===== src/rtl/seg_scan_driver.sv =====
// seg_scan_driver
//   Time-multiplexed driver for an N-digit common-anode 7-segment display.
//   Each digit is selected for REFRESH_DIV clocks. The first GUARD clocks of
//   every slot keep all anodes off to suppress ghosting. Digit data is latched
//   into shadow registers once per frame so that a frame never tears. Leading
//   zeros can optionally be blanked.
//
// Ports
//   clk         in   system clock, rising edge
//   rst_n       in   synchronous reset, active-low
//   data        in   4*N_DIGITS hex nibbles; data[3:0] is digit 0 (rightmost)
//   dp_en       in   N_DIGITS decimal-point enables, active-high
//   blank       in   1 = display dark (scan keeps running)
//   seg         out  {a,b,c,d,e,f,g}, active-low, registered
//   dp          out  decimal point, active-low, registered
//   anode       out  N_DIGITS digit selects, active-low, registered
//   frame_start out  one-cycle strobe in the cycle after the shadow load
module seg_scan_driver #(
  parameter int unsigned N_DIGITS    = 4,
  parameter int unsigned REFRESH_DIV = 100000,
  parameter int unsigned GUARD       = 2,
  parameter bit          LZ_BLANK    = 1'b0
) (
  input  logic                    clk,
  input  logic                    rst_n,
  input  logic [4*N_DIGITS-1:0]   data,
  input  logic [N_DIGITS-1:0]     dp_en,
  input  logic                    blank,
  output logic [6:0]              seg,
  output logic                    dp,
  output logic [N_DIGITS-1:0]     anode,
  output logic                    frame_start
);

  if (N_DIGITS < 1 || N_DIGITS > 8) begin : g_bad_n_digits
    $fatal(1, "seg_scan_driver: N_DIGITS=%0d outside 1..8", N_DIGITS);
  end
  if (REFRESH_DIV < 2) begin : g_bad_refresh_div
    $fatal(1, "seg_scan_driver: REFRESH_DIV=%0d must be >= 2", REFRESH_DIV);
  end
  if (GUARD >= REFRESH_DIV) begin : g_bad_guard
    $fatal(1, "seg_scan_driver: GUARD=%0d must be < REFRESH_DIV", GUARD);
  end

  localparam int unsigned CNT_W = $clog2(REFRESH_DIV);
  localparam int unsigned IDX_W = (N_DIGITS > 1) ? $clog2(N_DIGITS) : 1;
  localparam logic [CNT_W-1:0] CNT_MAX   = CNT_W'(REFRESH_DIV - 1);
  localparam logic [CNT_W-1:0] CNT_GUARD = CNT_W'(GUARD);
  localparam logic [IDX_W-1:0] IDX_MAX   = IDX_W'(N_DIGITS - 1);

  function automatic logic [6:0] decode(input logic [3:0] nib);
    logic [6:0] s;
    case (nib)
      4'h0: s = 7'b0000001;
      4'h1: s = 7'b1001111;
      4'h2: s = 7'b0010010;
      4'h3: s = 7'b0000110;
      4'h4: s = 7'b1001100;
      4'h5: s = 7'b0100100;
      4'h6: s = 7'b0100000;
      4'h7: s = 7'b0001111;
      4'h8: s = 7'b0000000;
      4'h9: s = 7'b0000100;
      4'hA: s = 7'b0001000;
      4'hB: s = 7'b1100000;
      4'hC: s = 7'b0110001;
      4'hD: s = 7'b1000010;
      4'hE: s = 7'b0110000;
      default: s = 7'b0111000;
    endcase
    return s;
  endfunction

  logic [CNT_W-1:0]        cnt_q, cnt_d;
  logic [IDX_W-1:0]        idx_q, idx_d;
  logic [4*N_DIGITS-1:0]   shadow_data_q, shadow_data_d;
  logic [N_DIGITS-1:0]     shadow_dp_q, shadow_dp_d;
  logic [6:0]              seg_q, seg_d;
  logic                    dp_q, dp_d;
  logic [N_DIGITS-1:0]     anode_q, anode_d;
  logic                    frame_start_q, frame_start_d;

  logic                    cnt_wrap;
  logic                    frame_load;
  logic                    active;
  logic [N_DIGITS-1:0]     lz_sup;
  logic [3:0]              cur_nib;
  logic                    cur_dp;
  logic                    cur_sup;

  always_comb begin
    cnt_wrap   = (cnt_q == CNT_MAX);
    frame_load = cnt_wrap && (idx_q == IDX_MAX);

    cnt_d = cnt_wrap ? '0 : cnt_q + CNT_W'(1);
    idx_d = idx_q;
    if (cnt_wrap) begin
      idx_d = (idx_q == IDX_MAX) ? '0 : idx_q + IDX_W'(1);
    end

    shadow_data_d = shadow_data_q;
    shadow_dp_d   = shadow_dp_q;
    if (frame_load) begin
      shadow_data_d = data;
      shadow_dp_d   = dp_en;
    end
    frame_start_d = frame_load;

    // Digit k>0 is a leading zero when it and every digit above it are 0.
    lz_sup = '0;
    for (int unsigned k = 1; k < N_DIGITS; k++) begin
      lz_sup[k] = 1'b1;
      for (int unsigned j = k; j < N_DIGITS; j++) begin
        if (shadow_data_q[4*j +: 4] != 4'h0) begin
          lz_sup[k] = 1'b0;
        end
      end
    end

    cur_nib = '0;
    cur_dp  = 1'b0;
    cur_sup = 1'b0;
    for (int unsigned k = 0; k < N_DIGITS; k++) begin
      if (idx_q == IDX_W'(k)) begin
        cur_nib = shadow_data_q[4*k +: 4];
        cur_dp  = shadow_dp_q[k];
        cur_sup = lz_sup[k];
      end
    end

    // Dead time and blank share the all-dark output; blank wins over a slot.
    active  = !blank && (cnt_q >= CNT_GUARD);
    anode_d = '1;
    seg_d   = '1;
    dp_d    = 1'b1;
    if (active) begin
      for (int unsigned k = 0; k < N_DIGITS; k++) begin
        if (idx_q == IDX_W'(k)) begin
          anode_d[k] = 1'b0;
        end
      end
      seg_d = (LZ_BLANK && cur_sup) ? '1 : decode(cur_nib);
      dp_d  = ~cur_dp;
    end
  end

  always_ff @(posedge clk) begin
    if (!rst_n) begin
      cnt_q         <= '0;
      idx_q         <= '0;
      shadow_data_q <= '0;
      shadow_dp_q   <= '0;
      seg_q         <= '1;
      dp_q          <= 1'b1;
      anode_q       <= '1;
      frame_start_q <= 1'b0;
    end else begin
      cnt_q         <= cnt_d;
      idx_q         <= idx_d;
      shadow_data_q <= shadow_data_d;
      shadow_dp_q   <= shadow_dp_d;
      seg_q         <= seg_d;
      dp_q          <= dp_d;
      anode_q       <= anode_d;
      frame_start_q <= frame_start_d;
    end
  end

  assign seg         = seg_q;
  assign dp          = dp_q;
  assign anode       = anode_q;
  assign frame_start = frame_start_q;

endmodule

===== config.mk =====
export PLATFORM = sky130hd
export DESIGN_NAME = seg_scan_driver
export DESIGN_NICKNAME = d
export VERILOG_FILES = /design/src/rtl/seg_scan_driver.sv
export SDC_FILE = /design/constraint.sdc
export NUM_CORES = 1
export LEC_CHECK = 0
export ABC_AREA = 1
export CORE_ASPECT_RATIO = 0.7
export CORE_MARGIN = 2
export CORE_UTILIZATION = 25
export CTS_BUF_LIST = sky130_fd_sc_hd__clkbuf_8
export DETAILED_ROUTE_END_ITERATION = 16
export GPL_ROUTABILITY_DRIVEN = 0
export HOLD_SLACK_MARGIN = 0.06
export MAX_ROUTING_LAYER = met4
export REMOVE_ABC_BUFFERS = 1
export SLEW_MARGIN = 20
export SYNTH_ARGS = -nofsm -noshare
export SYNTH_HDL_FRONTEND = slang
export SYNTH_SLANG_ARGS = --single-unit

===== constraint.sdc =====
create_clock -name clk -period 3.4 [get_ports clk]
set_input_delay 0.51 -clock clk [delete_from_list [all_inputs] [get_ports clk]]
set_output_delay 0.51 -clock clk [all_outputs]
set_load 0.005 [all_outputs]

==> run metrics, run 1 <==
status=completed; Mapped Area=between 0.002 and 0.003 mm²; CTS Hold Bufs=0; worst hold-check path type=reg2reg; first-pass GRT wire length=10,000 µm; fin worst setup slack=1.08 ns; total power=1.05 mW; Tcrit/Tclk final=68.3%; post-DR vias/cell=4.38; endpoints failing setup=0; commonest non-fill, non-tap cell in the layout=nand2_1; Tmin final=approximately 2.3 ns; leakage power=between 1 and 1.5 nW; crit-path max cell delay=0.49 ns; worst skew pair latency=0.32 ns; final std cells w/o fill=529; CP bufs+invs=2; critical path launch point type=register; Antenna Cells=0; Rel. slew slack=61.9%; Worst IR Drop VDD=170 µV; Final ANT Viol Nets=0; core area=0.0103 mm²; largest net degree at the start of global routing=25; area grow syn2layout=20.6%; Mapped Avg Cell Area=approximately 7.2 µm²; Post-CTS Setup Inserts=0; fmax=431 MHz; RSZ-0062 raised after global routing=no; initial antenna violation count=0; Post-DP Area=about 0.003 mm²; Area contributors post-synth=dfxtp_1 (40%), nand2_1 (15%), nand3_1 (8.8%); Cell Pwr Density=roughly 330 mW/mm²; CP dominant cell by count=nand2_1; worst slew pin tran=roughly 0.57 ns; CP Cell Sequence=ha_1 -> inv_1 -> or2_2 -> nand2_1 -> inv_1 -> ha_1 -> nand3_1 -> nand3_1 -> nand2_1 -> nand2_1; DR pass1 iterations=4; delay-heaviest family, CP=simple AND/OR/NAND/NOR gates; initial core utilization=25.5%; Die H=89.6 µm; WL per Instance=11.0 µm; Critical Path RT=approximately 3.6 ns; final hold viol count=0; crit path kind=reg2reg; CTS root buffer=clkbuf_8; max-slew violation count=0; post-route design area=0.00316 mm²; post-DP HPWL=~4400 µm; Synth top area share=39.8%; via count=2,317; DRC=0; largest area contributor in the netlist=dfxtp_1; #FFs+latches synth=52; CP Capture Type=register; Total Nets Final=about 430; fraction of layout cells with a size suffix above 1=9.07%; DRT iter0 DRCs=149; commonest non-fill, non-tap cells in the layout=nand2_1 (105), dfxtp_1 (52), nand3_1 (46), nor2_1 (35), clkdlybuf4s50_1 (35); Num CTS Buffers=5; pre-CTS setup slack=1.15 ns; Critical Path Fanout Max=12; die width=126 µm; Cells after Synth=365; post-CTS resize count=0; CTS tree=done; CP arrival=2.53 ns; I/O Buffers=35; # IOs=36; Final Skew=0.00710 ns; final hold slack=0.471 ns; Core Util, Final=30.7%; Die ar.=0.0113 mm²; number of global-route vias before repair=about 2,100; Synthesis Warnings=0; clk sinks=52; Core Rows=31; slowest CP cell=ha_1; setup_tns=0 ns; Synth cell types=29; global route total overflow=0; H-tree levels=2; GRT Util Overall=11.3%; Cells after DPL=521; Final Routed Wirelength=5810 µm; Seq/Total Area, Yosys=around two fifths; Clock Path Buffers=2; Worst-path clk slew=0.10 ns; MaxCap Viol Count=0
## flip-flops by register name (all words and copies together), names as in the netlist
name	flops
shadow_data_q	16
anode	4
shadow_dp_q	4
idx_q	2
seg	7
frame_start	1
cnt_q	17
dp	1
## per-layer routing
layer / vias up / track usage [%] / wire [µm]
met4: 0 / 2.70 / 51
met3: 7 / 2.96 / 346
met5: - / - / 0
met2: 54 / 15.8 / 2290
met1: 1037 / 16.1 / 3120
li1: 1219 / - / -
## where the power goes
group,switching [mW],internal (mW)
Sequential,0.00446,0.617
Combinational,0.0272,0.0402
Clock,0.211,0.146
## path summary, 6_finish.rpt
| check | startpoint | to | slack [ns] | depth (start not counted) |
|---|---|---|---|---|
| worst min-delay path | cnt_q[0] | cnt_q[0] | 0.47 | 1 |
| worst min register to register | cnt_q[0] | cnt_q[0] | 0.47 | 1 |
| worst max register to register | idx_q[0] | seg[3] | 1.08 | 10 |
| worst max-delay path | idx_q[0] | seg[3] | 1.08 | 10 |
## Yosys cell counts
cell and count:
dfxtp_1 52, nand4_4 1, nor3_1 10, nand4_1 5, nand2_4 1, clkbuf_1 1
nor2_1 35, nor2_2 1, ha_1 12, buf_1 2, o211ai_1 2, buf_2 6
xnor2_1 2, buf_6 3, o21ai_0 4, nand3_2 1, nand3b_1 1, nor2_4 2
o31ai_1 1, nand2_1 105, nand2_2 14, inv_2 2, inv_1 31, nor3_4 2
or2_0 1, or2_2 3, xor2_1 3, a21oi_1 16, nand3_1 46
## cells by family after synthesis
group	after synthesis	synth area share [%]
and+or+nand+nor	228	40.5
DFF	52	39.8
buffers and inverters	45	7.60
AOI/OAI and AO/OA	23	4.68
adders and majority gates	12	5.74
xor gates and xnor gates	5	1.67
## cell type report
class                           count  area (µm²)
Clock inverter                      3        21.3
Tap cell                          132         165
Inverter                           33         124
Fill cell                        1111        7120
Sequential cell                    52        1040
Clock buffer                        5        68.8
Timing Repair Buffer               36         358
Multi-Input combinational cell    268        1380
Power figures use the tool's default switching activity.
==> run 2: changes to the inputs <==
- clock period: 3.4 -> 1.9 ns (I/O delays scaled with it)
==> run 2 against run 1 <==
  * Critical endpoint unchanged
  * Largest power group unchanged
  * Via count rose by 2.2%
  * Count of clock-buffer cells in the layout did not move
  * Non-clock buffer count rose by 13
  * Critical path type unchanged
  * Sequential power rose by 78%
==> run metrics, run 2 (same netlist as run 1, synthesis figures left out) <==
post-route design area=0.00332 mm² (+5.2%); first-pass GRT wire length=10,800 µm (+8.3%); commonest non-fill, non-tap cell in the layout=nand2_1; Antenna Cells=0 (unchanged); total power=1.96 mW (+87%); slowest CP cell=dfxtp_2; crit path kind=reg2reg; H-tree levels=2 (unchanged); leakage power=1.41 nW (+5.3%); core area=0.0103 mm² (unchanged); Worst IR Drop VDD=271 µV (+60%); Tmin final=1.74 ns (-0.577 ns); crit-path max cell delay=0.35 ns (-0.14 ns); delay-heaviest family, CP=simple AND/OR/NAND/NOR gates; largest net degree at the start of global routing=24 (-4.0%); Rel. slew slack=67.2% (+5.4 points); post-DR vias/cell=4.39 (+0.16%); final hold viol count=0 (unchanged); worst hold-check path type=reg2reg; max FFs per register=17 (unchanged); die width=126 µm (unchanged); Critical Path RT=2.11 ns (-1.50 ns); CTS root buffer=clkbuf_8; Die ar.=0.0113 mm² (unchanged); worst slew pin tran=0.488 ns (-0.0832 ns); Tcrit/Tclk final=91.8% (+24 points); Final Routed Wirelength=6290 µm (+8.2%); register ranked first by flip-flop count=cnt_q; CP dominant cell by count=nand2_1; # IOs=36 (unchanged); area grow syn2layout=26.8%; CP arrival=1.95 ns (-0.58 ns); max-slew violation count=0 (unchanged); fraction of layout cells with a size suffix above 1=15.0% (+5.9 points); post-DP HPWL=4840 µm (+11%); MaxCap Viol Count=0 (unchanged); commonest non-fill, non-tap cells in the layout=nand2_1 (101), dfxtp_1 (50), nand3_1 (45), nor2_1 (35), clkdlybuf4s50_1 (35); Final Skew=0.00546 ns (-0.00164 ns); via count=2,369 (+2.2%); DR pass1 iterations=4 (unchanged); DRC=0 (unchanged); CP Cell Sequence=inv_2 -> ha_2 -> nand2_1 -> nand2_1 -> nand3_1 -> nand2_1 -> nand2_2 -> buf_4 -> ha_1 -> nand3_1 -> nand3_1 -> nand2_1 -> nand2_1; status=completed; global route total overflow=0 (unchanged); CTS tree=done; Critical Path Fanout Max=4 (-8); Cell Pwr Density=591 mW/mm² (+78%); endpoints failing setup=0 (unchanged); Num CTS Buffers=5 (unchanged); GRT Util Overall=12.4% (+1.1 points); Post-DP Area=0.00317 mm² (+3.3%); Worst-path clk slew=0.09 ns (about the same); CP bufs+invs=2 (unchanged); CP Capture Type=register; worst skew pair latency=0.31 ns (about the same); Final ANT Viol Nets=0 (unchanged); fmax=573 MHz (+33%); Total Nets Final=444 (+3.0%); initial antenna violation count=0 (unchanged); clk sinks=52 (unchanged); DRT iter0 DRCs=148 (-0.67%); initial core utilization=25.5% (unchanged); WL per Instance=11.6 µm (+6.0%); Clock Path Buffers=2 (unchanged); number of global-route vias before repair=2,312 (+7.6%); Die H=89.6 µm (unchanged); I/O Buffers=35 (unchanged); critical path launch point type=register; Core Rows=31 (unchanged)
==> run 2: cell types whose count changed in the layout (fill, tap and decap cells not counted), sizes merged <==
cell / previous run / this run
buf: 1 / 14
bufinv: 0 / 1
clkinv: 1 / 0
clkinvlp: 1 / 0
inv: 34 / 33
==> run 2: per-layer routing <==
layer  global-route usage [%]  part of all wire, %
met5                        -                    0
met4                     3.30                  1.1
met3                     2.96                  5.6
met2                     18.2                   39
met1                     17.2                   54
==> run 2: worst register-to-register path, delay by kind of cell (launching register included) <==
| kind | cells | cell delay [ns] |
|---|---|---|
| AND/OR/NAND/NOR | 9 | 0.68 |
| adder cells (fa/ha/maj) | 2 | 0.38 |
| flip-flops | 1 | 0.35 |
| buffers and inverters | 2 | 0.24 |
==> run 2: final timing paths <==
kind                 start  endpoint  slack [ns]  depth (start not counted)
hold / removal    cnt_q[0]  cnt_q[0]        0.47                          1
hold reg to reg   cnt_q[0]  cnt_q[0]        0.47                          1
setup / recovery  idx_q[1]    seg[3]        0.16                         13
setup reg to reg  idx_q[1]    seg[3]        0.16                         13
==> run 2: layout make-up <==
class | count | area (µm²)
timing repair buffer | 49 | 468
multi-input combinational | 268 | 1420
sequential | 52 | 1050
clock buffer | 5 | 68.8
fill | 1111 | 6960
clock inverter | 1 | 30.0
tap | 132 | 165
inverter | 33 | 124
==> run 2: through the flow <==
stage / setup slack, ns / std cells / TNS [ns] / hold slack, ns / util [%]
floorplan: -0.00826 / 353 / -0.0133 / 0.382 / -
global route: -0.0118 / 540 / -0.0118 / 0.497 / 32.3
finish: 0.156 / 540 / 0 / 0.473 / 32.3
detailed placement: 0.0636 / 533 / 0 / 0.461 / 30.8
global placement: 0.0806 / 533 / 0 / 0.446 / 30.8
CTS: 0.0447 / 539 / 0 / 0.481 / 31.8
==> run 2: repair_timing <==
action                                  in CTS  in global routing
endpoints found under the setup margin       0                  7
gates resized for setup                      0                 17
hold buffers                                 0                  0
setup buffers                                0                  1
==> run 2: power breakdown <==
group / internal, mW / switching, mW
clock network: 0.378 / 0.348
registers: 1.10 / 0.00844
logic: 0.0746 / 0.0493
